--- src/rtl/bht_counter_table_if.sv ---
// Fetch/execute-side signal bundle for the branch history table.
// The master drives read, update and flush requests; the slave returns the prediction.
interface bht_counter_table_if #(
  parameter int INDEX_W = 5,
  parameter int CTR_W   = 2
);
  logic               en;
  logic [INDEX_W-1:0] rd_idx;
  logic               upd_valid;
  logic [INDEX_W-1:0] upd_idx;
  logic               upd_taken;
  logic               flush;
  logic               prediction;
  logic [CTR_W-1:0]   pred_ctr;
  logic               busy;

  modport master (
    output en, rd_idx, upd_valid, upd_idx, upd_taken, flush,
    input  prediction, pred_ctr, busy
  );

  modport slave (
    input  en, rd_idx, upd_valid, upd_idx, upd_taken, flush,
    output prediction, pred_ctr, busy
  );
endinterface

--- src/rtl/bht_counter_table.sv ---
// Branch history table of saturating counters with registered prediction and a
// one-entry-per-cycle flush sweep.
//
// state | meaning
// IDLE  | normal operation: reads and training updates accepted
// CLEAR | sweeping ptr over the table writing INIT_CTR; reads give 0, updates dropped
module bht_counter_table #(
  parameter int INDEX_W  = 5,
  parameter int CTR_W    = 2,
  parameter int INIT_CTR = 1
) (
  input logic                clk,
  input logic                arst_n,
  bht_counter_table_if.slave bus
);
  localparam int N = 2 ** INDEX_W;
  localparam logic [CTR_W-1:0]   CTR_MAX  = '1;
  localparam logic [CTR_W-1:0]   INIT_VAL = CTR_W'(INIT_CTR);
  localparam logic [INDEX_W-1:0] PTR_LAST = '1;

  typedef enum logic {IDLE, CLEAR} state_t;

  state_t             state;
  logic [INDEX_W-1:0] ptr;
  logic [CTR_W-1:0]   ctr [N];
  logic [CTR_W-1:0]   upd_next;
  logic [CTR_W-1:0]   rd_val;

  always_comb begin
    upd_next = ctr[bus.upd_idx];
    if (bus.upd_taken) begin
      if (upd_next != CTR_MAX) upd_next = upd_next + 1'b1;
    end else begin
      if (upd_next != '0) upd_next = upd_next - 1'b1;
    end
  end

  // Write-first: a read hitting the entry being trained sees the trained value.
  always_comb begin
    rd_val = ctr[bus.rd_idx];
    if (bus.upd_valid && (bus.upd_idx == bus.rd_idx)) rd_val = upd_next;
  end

  always_ff @(posedge clk) begin
    if (!arst_n) begin
      for (int i = 0; i < N; i++) ctr[i] <= INIT_VAL;
      state          <= IDLE;
      ptr            <= '0;
      bus.busy       <= 1'b0;
      bus.prediction <= 1'b0;
      bus.pred_ctr   <= '0;
    end else begin
      case (state)
        IDLE: begin
          if (bus.flush) begin
            state          <= CLEAR;
            ptr            <= '0;
            bus.busy       <= 1'b1;
            bus.prediction <= 1'b0;
            bus.pred_ctr   <= '0;
          end else begin
            if (bus.upd_valid) ctr[bus.upd_idx] <= upd_next;
            if (bus.en) begin
              bus.pred_ctr   <= rd_val;
              bus.prediction <= rd_val[CTR_W-1];
            end
          end
        end
        CLEAR: begin
          ctr[ptr]       <= INIT_VAL;
          bus.prediction <= 1'b0;
          bus.pred_ctr   <= '0;
          if (bus.flush) begin
            ptr <= '0;
          end else if (ptr == PTR_LAST) begin
            state    <= IDLE;
            bus.busy <= 1'b0;
          end else begin
            ptr <= ptr + 1'b1;
          end
        end
        default: begin
          state    <= IDLE;
          bus.busy <= 1'b0;
        end
      endcase
    end
  end
endmodule

--- src/flat_wrapper.sv ---
// flat-port wrapper written by rule: the top's interface ports become plain ports
module bht_counter_table_flat 
#(
  parameter int INDEX_W  = 5,
  parameter int CTR_W    = 2,
  parameter int INIT_CTR = 1
)
  (clk, arst_n, bus_en, bus_rd_idx, bus_upd_valid, bus_upd_idx, bus_upd_taken, bus_flush, bus_prediction, bus_pred_ctr, bus_busy);
  bht_counter_table_if #(.INDEX_W(INDEX_W), .CTR_W(CTR_W)) bus_i ();
  input logic clk;
  input logic arst_n;
  input wire logic [$bits(bus_i.en)-1:0] bus_en;
  input wire logic [$bits(bus_i.rd_idx)-1:0] bus_rd_idx;
  input wire logic [$bits(bus_i.upd_valid)-1:0] bus_upd_valid;
  input wire logic [$bits(bus_i.upd_idx)-1:0] bus_upd_idx;
  input wire logic [$bits(bus_i.upd_taken)-1:0] bus_upd_taken;
  input wire logic [$bits(bus_i.flush)-1:0] bus_flush;
  output wire logic [$bits(bus_i.prediction)-1:0] bus_prediction;
  output wire logic [$bits(bus_i.pred_ctr)-1:0] bus_pred_ctr;
  output wire logic [$bits(bus_i.busy)-1:0] bus_busy;
  assign bus_i.en = bus_en;
  assign bus_i.rd_idx = bus_rd_idx;
  assign bus_i.upd_valid = bus_upd_valid;
  assign bus_i.upd_idx = bus_upd_idx;
  assign bus_i.upd_taken = bus_upd_taken;
  assign bus_i.flush = bus_flush;
  assign bus_prediction = bus_i.prediction;
  assign bus_pred_ctr = bus_i.pred_ctr;
  assign bus_busy = bus_i.busy;
  bht_counter_table #(.INDEX_W(INDEX_W), .CTR_W(CTR_W), .INIT_CTR(INIT_CTR)) u_core (.clk(clk), .arst_n(arst_n), .bus(bus_i));
endmodule
--- config.mk ---
export PLATFORM = sky130hd
export DESIGN_NAME = bht_counter_table_flat
export DESIGN_NICKNAME = d
export VERILOG_FILES = /design/src/rtl/bht_counter_table_if.sv /design/src/rtl/bht_counter_table.sv /design/src/flat_wrapper.sv
export SDC_FILE = /design/constraint.sdc
export NUM_CORES = 1
export LEC_CHECK = 0
export BUFFER_PORTS_ARGS = -buffer_cell sky130_fd_sc_hd__buf_4
export CELL_PAD_IN_SITES_DETAIL_PLACEMENT = 2
export CELL_PAD_IN_SITES_GLOBAL_PLACEMENT = 2
export CORE_MARGIN = 1
export CORE_UTILIZATION = 41
export DETAILED_ROUTE_END_ITERATION = 6
export PLACE_DENSITY = 0.76
export SYNTH_ARGS = -nofsm -noshare
export SYNTH_HDL_FRONTEND = slang
export SYNTH_SLANG_ARGS = --single-unit
export TNS_END_PERCENT = 100
--- constraint.sdc ---
create_clock -name clk -period 2.48 [get_ports clk]
set_input_delay 0.248 -clock clk [delete_from_list [all_inputs] [get_ports clk]]
set_output_delay 0.248 -clock clk [all_outputs]
set_load 0.01 [all_outputs]
==> Word level (Yosys, flattened, before mapping) <==
Memory sizes are Yosys's and may differ from the RTL's.
Index checks and enable logic that the tools add are counted.
{ "op_classes": {"n_addsub": 3, "eq_ne": 8, "muxes": 37, "bitwise_logic": 1, "reduce_logical": 6} }
{ "ops": {"columns": ["op", "n"], "rows": [
  ["$mux W5", 5],
  ["$mux W1", 19],
  ["$mux W2", 8],
  ["$pmux W5 S2", 1],
  ["$ne A2 B2 Y1 const B", 4],
  ["$ne A3 B3 Y1 const B", 2],
  ["$pmux W1 S2", 3],
  ["$add A5 B1 Y5 const B", 1],
  ["$eq A5 B5 Y1", 1],
  ["$eq A5 B5 Y1 const B", 1],
  ["$pmux W2 S2", 1],
  ["$reduce_or A2 Y1", 2],
  ["$reduce_and A3 Y1", 1],
  ["$add A2 B1 Y2 const B", 1],
  ["$reduce_and A2 Y1", 1],
  ["$reduce_bool A2 Y1", 1],
  ["$sub A2 B1 Y2 const B", 1],
  ["$logic_and A1 B1 Y1", 1],
  ["$not A1 Y1", 1]
]} }
{ "totals": {"register_bits": 10, "mem_bits_rw": 64, "input_bits": 16, "out_inout_bits": 4, "elab_cells": 61, "n_memories": 1} }
{ "mem_list": {"columns": ["name", "depth", "width", "read_ports", "rd_clocked_by_memory_dff", "write_ports", "line_no", "rtl"], "rows": [
  ["u_core.ctr", 32, 2, 2, 0, 32, "bht_counter_table.sv:25", "logic [CTR_W-1:0] ctr [N];"]
]} }

==> Longest topological paths before layout <==
Gate-level depths: netlist of the first run.
{ "logic_depth": {"ltp_word": 8, "ltp_mapped": 11, "ltp_nobuf": 8} }

==> Worst setup path before layout of the first run <==
OpenSTA, ideal clock, no wires.
{ "synth_path": {"path_type": "in2reg", "startpoint": "input bus_upd_idx[2]", "endpoint": "memory u_core.ctr[18][0] (data pin)", "setup_time_ns": 0.270, "arrival_time_ns": 1.896, "t_required_ns": 2.210, "slack_ns": 0.314, "stages": 9, "n_path_buf": 2, "cell_sequence": "buf_2 -> nor2b_1 -> buf_2 -> a22oi_1 -> o211ai_1 -> o311a_1 -> maj3_4 -> nor2_8 -> nand2_1"} }
{ "synth_rtl": {"columns": ["item", "line_no", "rtl"], "rows": [
  ["start: declaration", "flat_wrapper.sv:15", "input wire logic [$bits(bus_i.upd_idx)-1:0] bus_upd_idx;"],
  ["end: declaration", "bht_counter_table.sv:25", null]
]} }

==> results of run 1 <==
-- worst max-delay path: cells and delay by family (launching register included) --
family	cells	cell delay (ns)
flip-flops	1	0.46
AO/OA/AOI/OAI	3	0.49
adder cells (fa/ha/maj)	1	0.42
multiplexers	1	0.29
AND/OR/NAND/NOR	3	0.43
-- cell usage in the layout, fill, tap and decap left out, types with 9 or more instances in the layout --
cell      netlist  routed
buf_4           2      42
clkbuf_8        0       9
dfxtp_1         9       9
edfxtp_1       64      64
mux2i_1        31      31
mux4_2         16      16
nand2_1        68      68
nor2_1         52      52
o21ai_0        40      40
-- sequential cells by signal, indices dropped and copies added (netlist names) --
signal                 flops
u_core.bus.busy            1
u_core.bus.pred_ctr        1
u_core.bus.prediction      1
u_core.ctr                64
u_core.ptr                 5
u_core.state               1
-- routing by layer --
| metal | vias up | share of wire | track usage |
|---|---|---|---|
| met5 | - | 0 | 0 |
| met4 | 0 | 0.022 | 0.0923 |
| met3 | 25 | 0.046 | 0.0390 |
| met2 | 99 | 0.48 | 0.481 |
| met1 | 1800 | 0.45 | 0.395 |
| li1 | 1567 | - | - |
-- through the flow --
step | power [uW] | area [sq um] | cells | TNS (ns) | setup WS [ns]
after floorplan | 1660 | 4410 | 416 | 0 | 0.314
after global placement | 1790 | 4730 | 563 | 0 | 0.0162
after detailed placement | 1810 | 4730 | 563 | -0.745 | -0.0747
after CTS | 2610 | 4900 | 579 | 0 | 0.0943
after global routing | 2690 | 4910 | 580 | -0.0906 | -0.0182
final | 2620 | 4910 | 580 | 0 | 0.130
-- area by class of cell --
cell class | instances | area (sq um) | area share
multi-input cells | 310 | 2130 | 0.434
flip-flops and latches | 73 | 2100 | 0.428
repair buffers | 43 | 335 | 0.0683
well taps | 136 | 170 | 0.0347
clock buffers | 9 | 124 | 0.0252
clock inverters | 7 | 37.5 | 0.00765
inverters | 2 | 7.51 | 0.00153
-- worst min path at each step --
stage / start / endpoint / slack (ns) / cells past startpoint
finish: bus_flush / u_core.state / 0.14 / 2
detailed placement: u_core.bus.pred_ctr[0] / u_core.bus.pred_ctr[0] / 0.47 / 2
global route: bus_flush / u_core.state / 0.14 / 2
CTS: bus_flush / u_core.state / 0.13 / 2
global placement: u_core.bus.pred_ctr[0] / u_core.bus.pred_ctr[0] / 0.45 / 2
floorplan: bus_flush / u_core.state / 0.37 / 1
-- where the power goes --
part	internal [uW]	total, uW	switching [uW]
registers	1360	1380	22.1
logic	151	405	253
clock network	351	830	479
total	1860	2620	754
-- cell families after synthesis --
logic type	Yosys count	synth area share
AOI/OAI and AO/OA	74	0.102
xor gates and xnor gates	8	0.0159
adders and majority gates	4	0.0114
buffers and inverters	33	0.0403
DFF	73	0.477
muxes	51	0.162
and+or+nand+nor	173	0.191
-- what timing repair did --
action	4_1_cts	5_1_grt
gates resized for setup	0	2
hold endpoints to repair	0	0
setup endpoints to repair	0	19
buffers inserted	0	1
==> Implementation_results.wiki, run 1 <==
{| class="wikitable"
! Metric !! Value
|-
| Outcome || complete, no violations
|-
| Mean Syn Cell Area || between 10 and 15 sq um
|-
| Number of violations of the max-capacitance limit || 0
|-
| Number of enable flip-flop cells after synthesis || 64
|-
| Share of the synthesized area in the top cell type || 0.436
|-
| Vias per cell || ~6
|-
| Worst rel slew slack || 0.413
|-
| Fraction of synthesis flops using an asynchronous set or reset pin || 0
|-
| Worst hold path type || in -> reg
|-
| Initial antenna violation count || 0
|-
| Die area || approximately 11000 sq um
|-
| Post-Syn Nets || 434
|-
| Final weighted congestion in routability-driven placement || 0.855
|-
| Synthesis-to-finish area growth || 11.4%
|-
| Height of the chip || roughly 110 microns
|-
| Nets || roughly 460
|-
| Antenna diode count || 0
|-
| Final-report setup violation count || 0
|-
| Startpoint type of the worst setup path || register
|-
| Power density over the cells || 533 nW/um^2
|-
| Iter 0 DRT Violations || 271
|-
| GRT overflow || 0
|-
| Buffers from clock root to sink, at most || 2
|-
| Critical path startpoint || u_core.ctr[15][0]
|-
| Maximum achievable frequency || about 430 MHz
|-
| Total track usage || 0.291
|-
| Slowest stage cell on the critical path || edfxtp_1
|-
| Total via count in the routed design || between 3000 and 4000
|-
| Initial Utilization || 0.425
|-
| Synthesized area || 4410 sq um
|-
| Final hold viol count || 0
|-
| Clock slew seen by the registers of the worst setup and hold paths || 0.08 ns
|-
| Leading cell types by total area after synthesis || edfxtp_1, mux4_2, mux2i_1, nand2_1, o21ai_0
|-
| Delay of the slowest cell on the worst path || approximately 0.46 ns
|-
| R2r startpoint || u_core.ctr[15][0]
|-
| Die Wd || 106 microns
|-
| Worst-path fanout max || 8
|-
| Setup repair after global routing missed its margin || true
|-
| Core box area || around 10000 sq um
|-
| Worst-case register-to-register setup slack || about 0.13 ns
|-
| Period Utilization, post-route || 0.947
|-
| List of cells traversed by the critical path || mux2_2 -> o2bb2ai_1 -> nor3_1 -> a31oi_1 -> o311ai_1 -> maj3_2 -> nand3_2 -> nor2_1
|-
| Clock latency of the later-clocked register in the worst-skew pair || roughly 0.37 ns
|-
| Number of cell instances on the worst register-to-register path || 8
|-
| First-pass GRT wire length || around 23 mm
|-
| Utilization after layout || 0.473
|-
| Maximum vdd drop || between 0.3 and 0.4 mV
|-
| Core Rows || 37
|-
| Data required time at the worst endpoint || 2.58 ns
|-
| Crit end category || register
|-
| Total of buffers placed on input and output ports || 19
|-
| Number of global-route vias before repair || around 3800
|-
| Cell type with the largest total area after synthesis || edfxtp_1
|-
| Worst setup path endpoint || u_core.ctr[10][1]
|-
| Number of standard cells after synthesis || between 400 and 500
|-
| Worst-margin pin slew || about 0.87 ns
|-
| Clk sink count || between 70 and 80
|-
| Leakage dissipation || between 0.0015 and 0.002 uW
|-
| TritonCTS clock tree || done
|-
| First-pass DRT Iterations || 4
|-
| CTS buffer count || 9
|-
| Fill cell instance count of the final layout || roughly 1100
|-
| Endpoint of the worst-slack reg-to-reg timing path || u_core.ctr[10][1]
|-
| Type of the setup path with the least slack || reg -> reg
|-
| Register area share after synthesis || 0.477
|-
| Max H-tree Level || 3
|-
| Post-synth top cells || nand2_1, edfxtp_1, nor2_1
|-
| Number of placed I/O pins || 20
|-
| Largest net degree at the start of global routing || 26
|-
| Proportion of layout cells with a drive suffix above 1 || 0.205
|-
| Placed wire-length estimate after detailed placement || about 12 mm
|-
| Synth Register Bits || 73
|-
| Number of different library cells in the post-synthesis netlist || 50
|-
| Clock tree skew after final layout || roughly 0.014 ns
|-
| Data arrival time of the critical path || approximately 2.5 ns
|-
| WHS || 0.138 ns
|-
| Cell with the most instances after synthesis || nand2_1
|-
| Hold-fix buffers at CTS || 0
|-
| Min Tclk post-route || approximately 2.3 ns
|-
| Remaining DRCs || 0
|-
| Number of warnings printed during yosys synthesis || 0
|-
| CTS root buffer || clkbuf_8
|-
| Total wire length || 15.2 mm
|-
| Antenna Nets Post-Route || 0
|-
| Slew Limit Fails || 0
|-
| Wirelength per Cell || about 26 microns
|-
| Dominant synthesized flop cell || edfxtp_1
|}
Note: power is estimated with default switching activity, not from simulation.
==> inputs of run 2 (changes only) <==
--- a/config.mk
+++ b/config.mk
@@ -6,12 +6,12 @@
 export NUM_CORES = 1
 export LEC_CHECK = 0
 export BUFFER_PORTS_ARGS = -buffer_cell sky130_fd_sc_hd__buf_4
-export CELL_PAD_IN_SITES_DETAIL_PLACEMENT = 2
+export CELL_PAD_IN_SITES_DETAIL_PLACEMENT = 1
 export CELL_PAD_IN_SITES_GLOBAL_PLACEMENT = 2
 export CORE_MARGIN = 1
-export CORE_UTILIZATION = 41
+export CORE_UTILIZATION = 35
 export DETAILED_ROUTE_END_ITERATION = 6
-export PLACE_DENSITY = 0.76
+export PLACE_DENSITY = 0.67
 export SYNTH_ARGS = -nofsm -noshare
 export SYNTH_HDL_FRONTEND = slang
 export SYNTH_SLANG_ARGS = --single-unit
==> Implementation_results.wiki, run 2 (synthesis results as in run 1) <==
{| class="wikitable"
! Metric !! Value
|-
| Outcome || complete, no violations (unchanged)
|-
| Wirelength per Cell || 22.2 microns (was 26.2 microns)
|-
| Number of placed I/O pins || 20 (unchanged)
|-
| Nets || 459 (was 457)
|-
| Total via count in the routed design || 3347 (was 3491)
|-
| Utilization after layout || 0.423 (was 0.473)
|-
| Setup TNS Final || 0 ns (unchanged)
|-
| Initial Utilization || 0.362 (was 0.425)
|-
| Worst-path fanout max || 8 (unchanged)
|-
| Remaining DRCs || 0 (unchanged)
|-
| Clk sink count || 73 (unchanged)
|-
| Antenna diode count || 0 (unchanged)
|-
| Commonest non-fill, non-tap cell in the layout || nand2_1 (unchanged)
|-
| Core Rows || 40 (was 37)
|-
| Area occupied by registers || 2100 sq um (unchanged)
|-
| Power density over the cells || 590 nW/um^2 (was 533 nW/um^2)
|-
| Final-report setup violation count || 0 (unchanged)
|-
| Setup repair after global routing missed its margin || false (was true)
|-
| Worst-margin pin slew || 0.763 ns (was 0.874 ns)
|-
| Area of combinational cells with multiple inputs || 2140 sq um (was 2130 sq um)
|-
| Buffers from clock root to sink, at most || 2 (unchanged)
|-
| Total track usage || 0.227 (was 0.291)
|-
| Antenna Nets Post-Route || 0 (unchanged)
|-
| Number of cell instances on the worst register-to-register path || 8 (unchanged)
|-
| Hold_sp || bus_flush (unchanged)
|-
| First-pass GRT wire length || 21.2 mm (was 23.3 mm)
|-
| Final cell count without fillers || 614 (was 580)
|-
| Number of global-route vias before repair || 3520 (was 3827)
|-
| Slew Limit Fails || 0 (unchanged)
|-
| CTS root buffer || clkbuf_16 (was clkbuf_8)
|-
| Iter 0 DRT Violations || 182 (was 271)
|-
| Total placed cells including tap cells || 598 (was 563)
|-
| Startpoint type of the worst setup path || register (unchanged)
|-
| Final hold viol count || 0 (unchanged)
|-
| Maximum achievable frequency || 424 MHz (was 426 MHz)
|-
| Period Utilization, post-route || 0.950 (was 0.947)
|-
| GRT overflow || 0 (unchanged)
|-
| Core box area || 12200 sq um (was 10400 sq um)
|-
| Clock latency of the later-clocked register in the worst-skew pair || 0.34 ns (was 0.37 ns)
|-
| Min Tclk post-route || 2.36 ns (was 2.35 ns)
|-
| CTS buffer count || 9 (unchanged)
|-
| Data arrival time of the critical path || 2.43 ns (was 2.45 ns)
|-
| Total of buffers placed on input and output ports || 19 (unchanged)
|-
| Worst Hold Depth || 2 (unchanged)
|-
| Vias per cell || 5.45 (was 6.02)
|-
| Total wire length || 13.6 mm (was 15.2 mm)
|-
| Height of the chip || 114 microns (was 106 microns)
|-
| Max H-tree Level || 3 (unchanged)
|-
| Die area || 13000 sq um (was 11200 sq um)
|-
| Clock slew seen by the registers of the worst setup and hold paths || 0.06 ns (was 0.08 ns)
|-
| Critical path startpoint || u_core.ctr[15][1] (was u_core.ctr[15][0])
|-
| Worst rel slew slack || 0.488 (was 0.413)
|-
| Type of the setup path with the least slack || reg -> reg (unchanged)
|-
| Top library cells by usage in the layout, fill and taps aside || nand2_1, edfxtp_1, nor2_1 (unchanged)
|-
| Maximum vdd drop || 0.324 mV (was 0.321 mV)
|-
| Post-Place Setup Slack || 0.0214 ns (was -0.0747 ns)
|-
| Number of violations of the max-capacitance limit || 0 (unchanged)
|-
| Final weighted congestion in routability-driven placement || 0.785 (was 0.855)
|-
| R2r startpoint || u_core.ctr[15][1] (was u_core.ctr[15][0])
|-
| Largest registers ranked by flip-flop count || u_core.ctr (64), u_core.ptr (5) (unchanged)
|-
| Clock tree skew after final layout || 0.00552 ns (was 0.0141 ns)
|-
| Worst hold path type || in -> reg (unchanged)
|-
| Leakage dissipation || 0.00172 uW (was 0.00162 uW)
|-
| Data required time at the worst endpoint || 2.55 ns (was 2.58 ns)
|-
| Placed wire-length estimate after detailed placement || 11.1 mm (was 12.3 mm)
|-
| TritonCTS clock tree || done (unchanged)
|-
| Crit end category || register (unchanged)
|-
| Initial antenna violation count || 0 (unchanged)
|-
| WHS || 0.177 ns (was 0.138 ns)
|-
| Post-CTS setup buffers || 0 (unchanged)
|-
| First-pass DRT Iterations || 4 (unchanged)
|-
| Fill cell instance count of the final layout || 1366 (was 1091)
|-
| Die Wd || 114 microns (was 106 microns)
|-
| Largest net degree at the start of global routing || 33 (was 26)
|-
| Max reg flops || 64 (unchanged)
|-
| Proportion of layout cells with a drive suffix above 1 || 0.206 (was 0.205)
|-
| Synthesis-to-finish area growth || 16.8% (was 11.4%)
|-
| Final worst-path setup slack || 0.123 ns (was 0.130 ns)
|-
| Top register by number of flip-flops || u_core.ctr (unchanged)
|}
run 2: cell types whose count changed in the layout (fill, tap and decap cells not counted), sizes merged:
| cell | before | now |
|---|---|---|
| buf | 43 | 45 |
| bufinv | 0 | 1 |
| clkinvlp | 2 | 0 |
| clkinv | 5 | 3 |
| clkbuf | 9 | 12 |
run 2: area by class of cell:
cell class | count | area share
clock buffer | 12 | 0.0460
clock inverter | 4 | 0.00851
inverter | 2 | 0.00146
multi-input combinational | 310 | 0.417
sequential | 73 | 0.409
tap | 168 | 0.0409
timing repair buffer | 45 | 0.0778
run 2: what timing repair did:
action                                 in CTS  in global routing
resized for setup                           0                  4
hold buffers                                0                  0
endpoints found under the hold margin       0                  0
setup endpoints to repair                   0                 21
run 2: layer usage:
| layer | vias to the layer above | GRT usage | share of wire |
|---|---|---|---|
| met5 | - | 0 | 0 |
| met4 | 0 | 0.0779 | 0.014 |
| met3 | 11 | 0.0265 | 0.028 |
| met2 | 60 | 0.354 | 0.46 |
| met1 | 1703 | 0.327 | 0.50 |
| li1 | 1573 | - | - |
run 2: final timing paths:
| kind | slack [ns] | end |
|---|---|---|
| worst min-delay path | 0.18 | u_core.state |
| worst min register to register | 0.46 | u_core.bus.pred_ctr[0] |
| worst max register to register | 0.12 | u_core.ctr[13][0] |
| worst max-delay path | 0.12 | u_core.ctr[13][0] |
run 2: stage by stage:
stage	instance area, sq um	total power, uW
detailed placement	4850	1810
floorplan	4410	1660
CTS	5130	3050
global route	5140	3130
global placement	4850	1800
finish	5140	3030
run 2: where the power goes:
| part | internal, uW | total [uW] | switching [uW] |
|---|---|---|---|
| Sequential | 1360 | 1390 | 26.2 |
| Clock | 772 | 1250 | 480 |
| Combinational | 155 | 394 | 238 |
| Total | 2290 | 3030 | 744 |
run 2: worst max-delay path, stage by stage (launching register included):
cell and delay (ns):
edfxtp_1 0.45, mux2_4 0.29, o2bb2ai_2 0.15, nor3_2 0.06
a31oi_1 0.17, o311ai_2 0.16, maj3_4 0.49, nor2_8 0.22
nand2_1 0.09
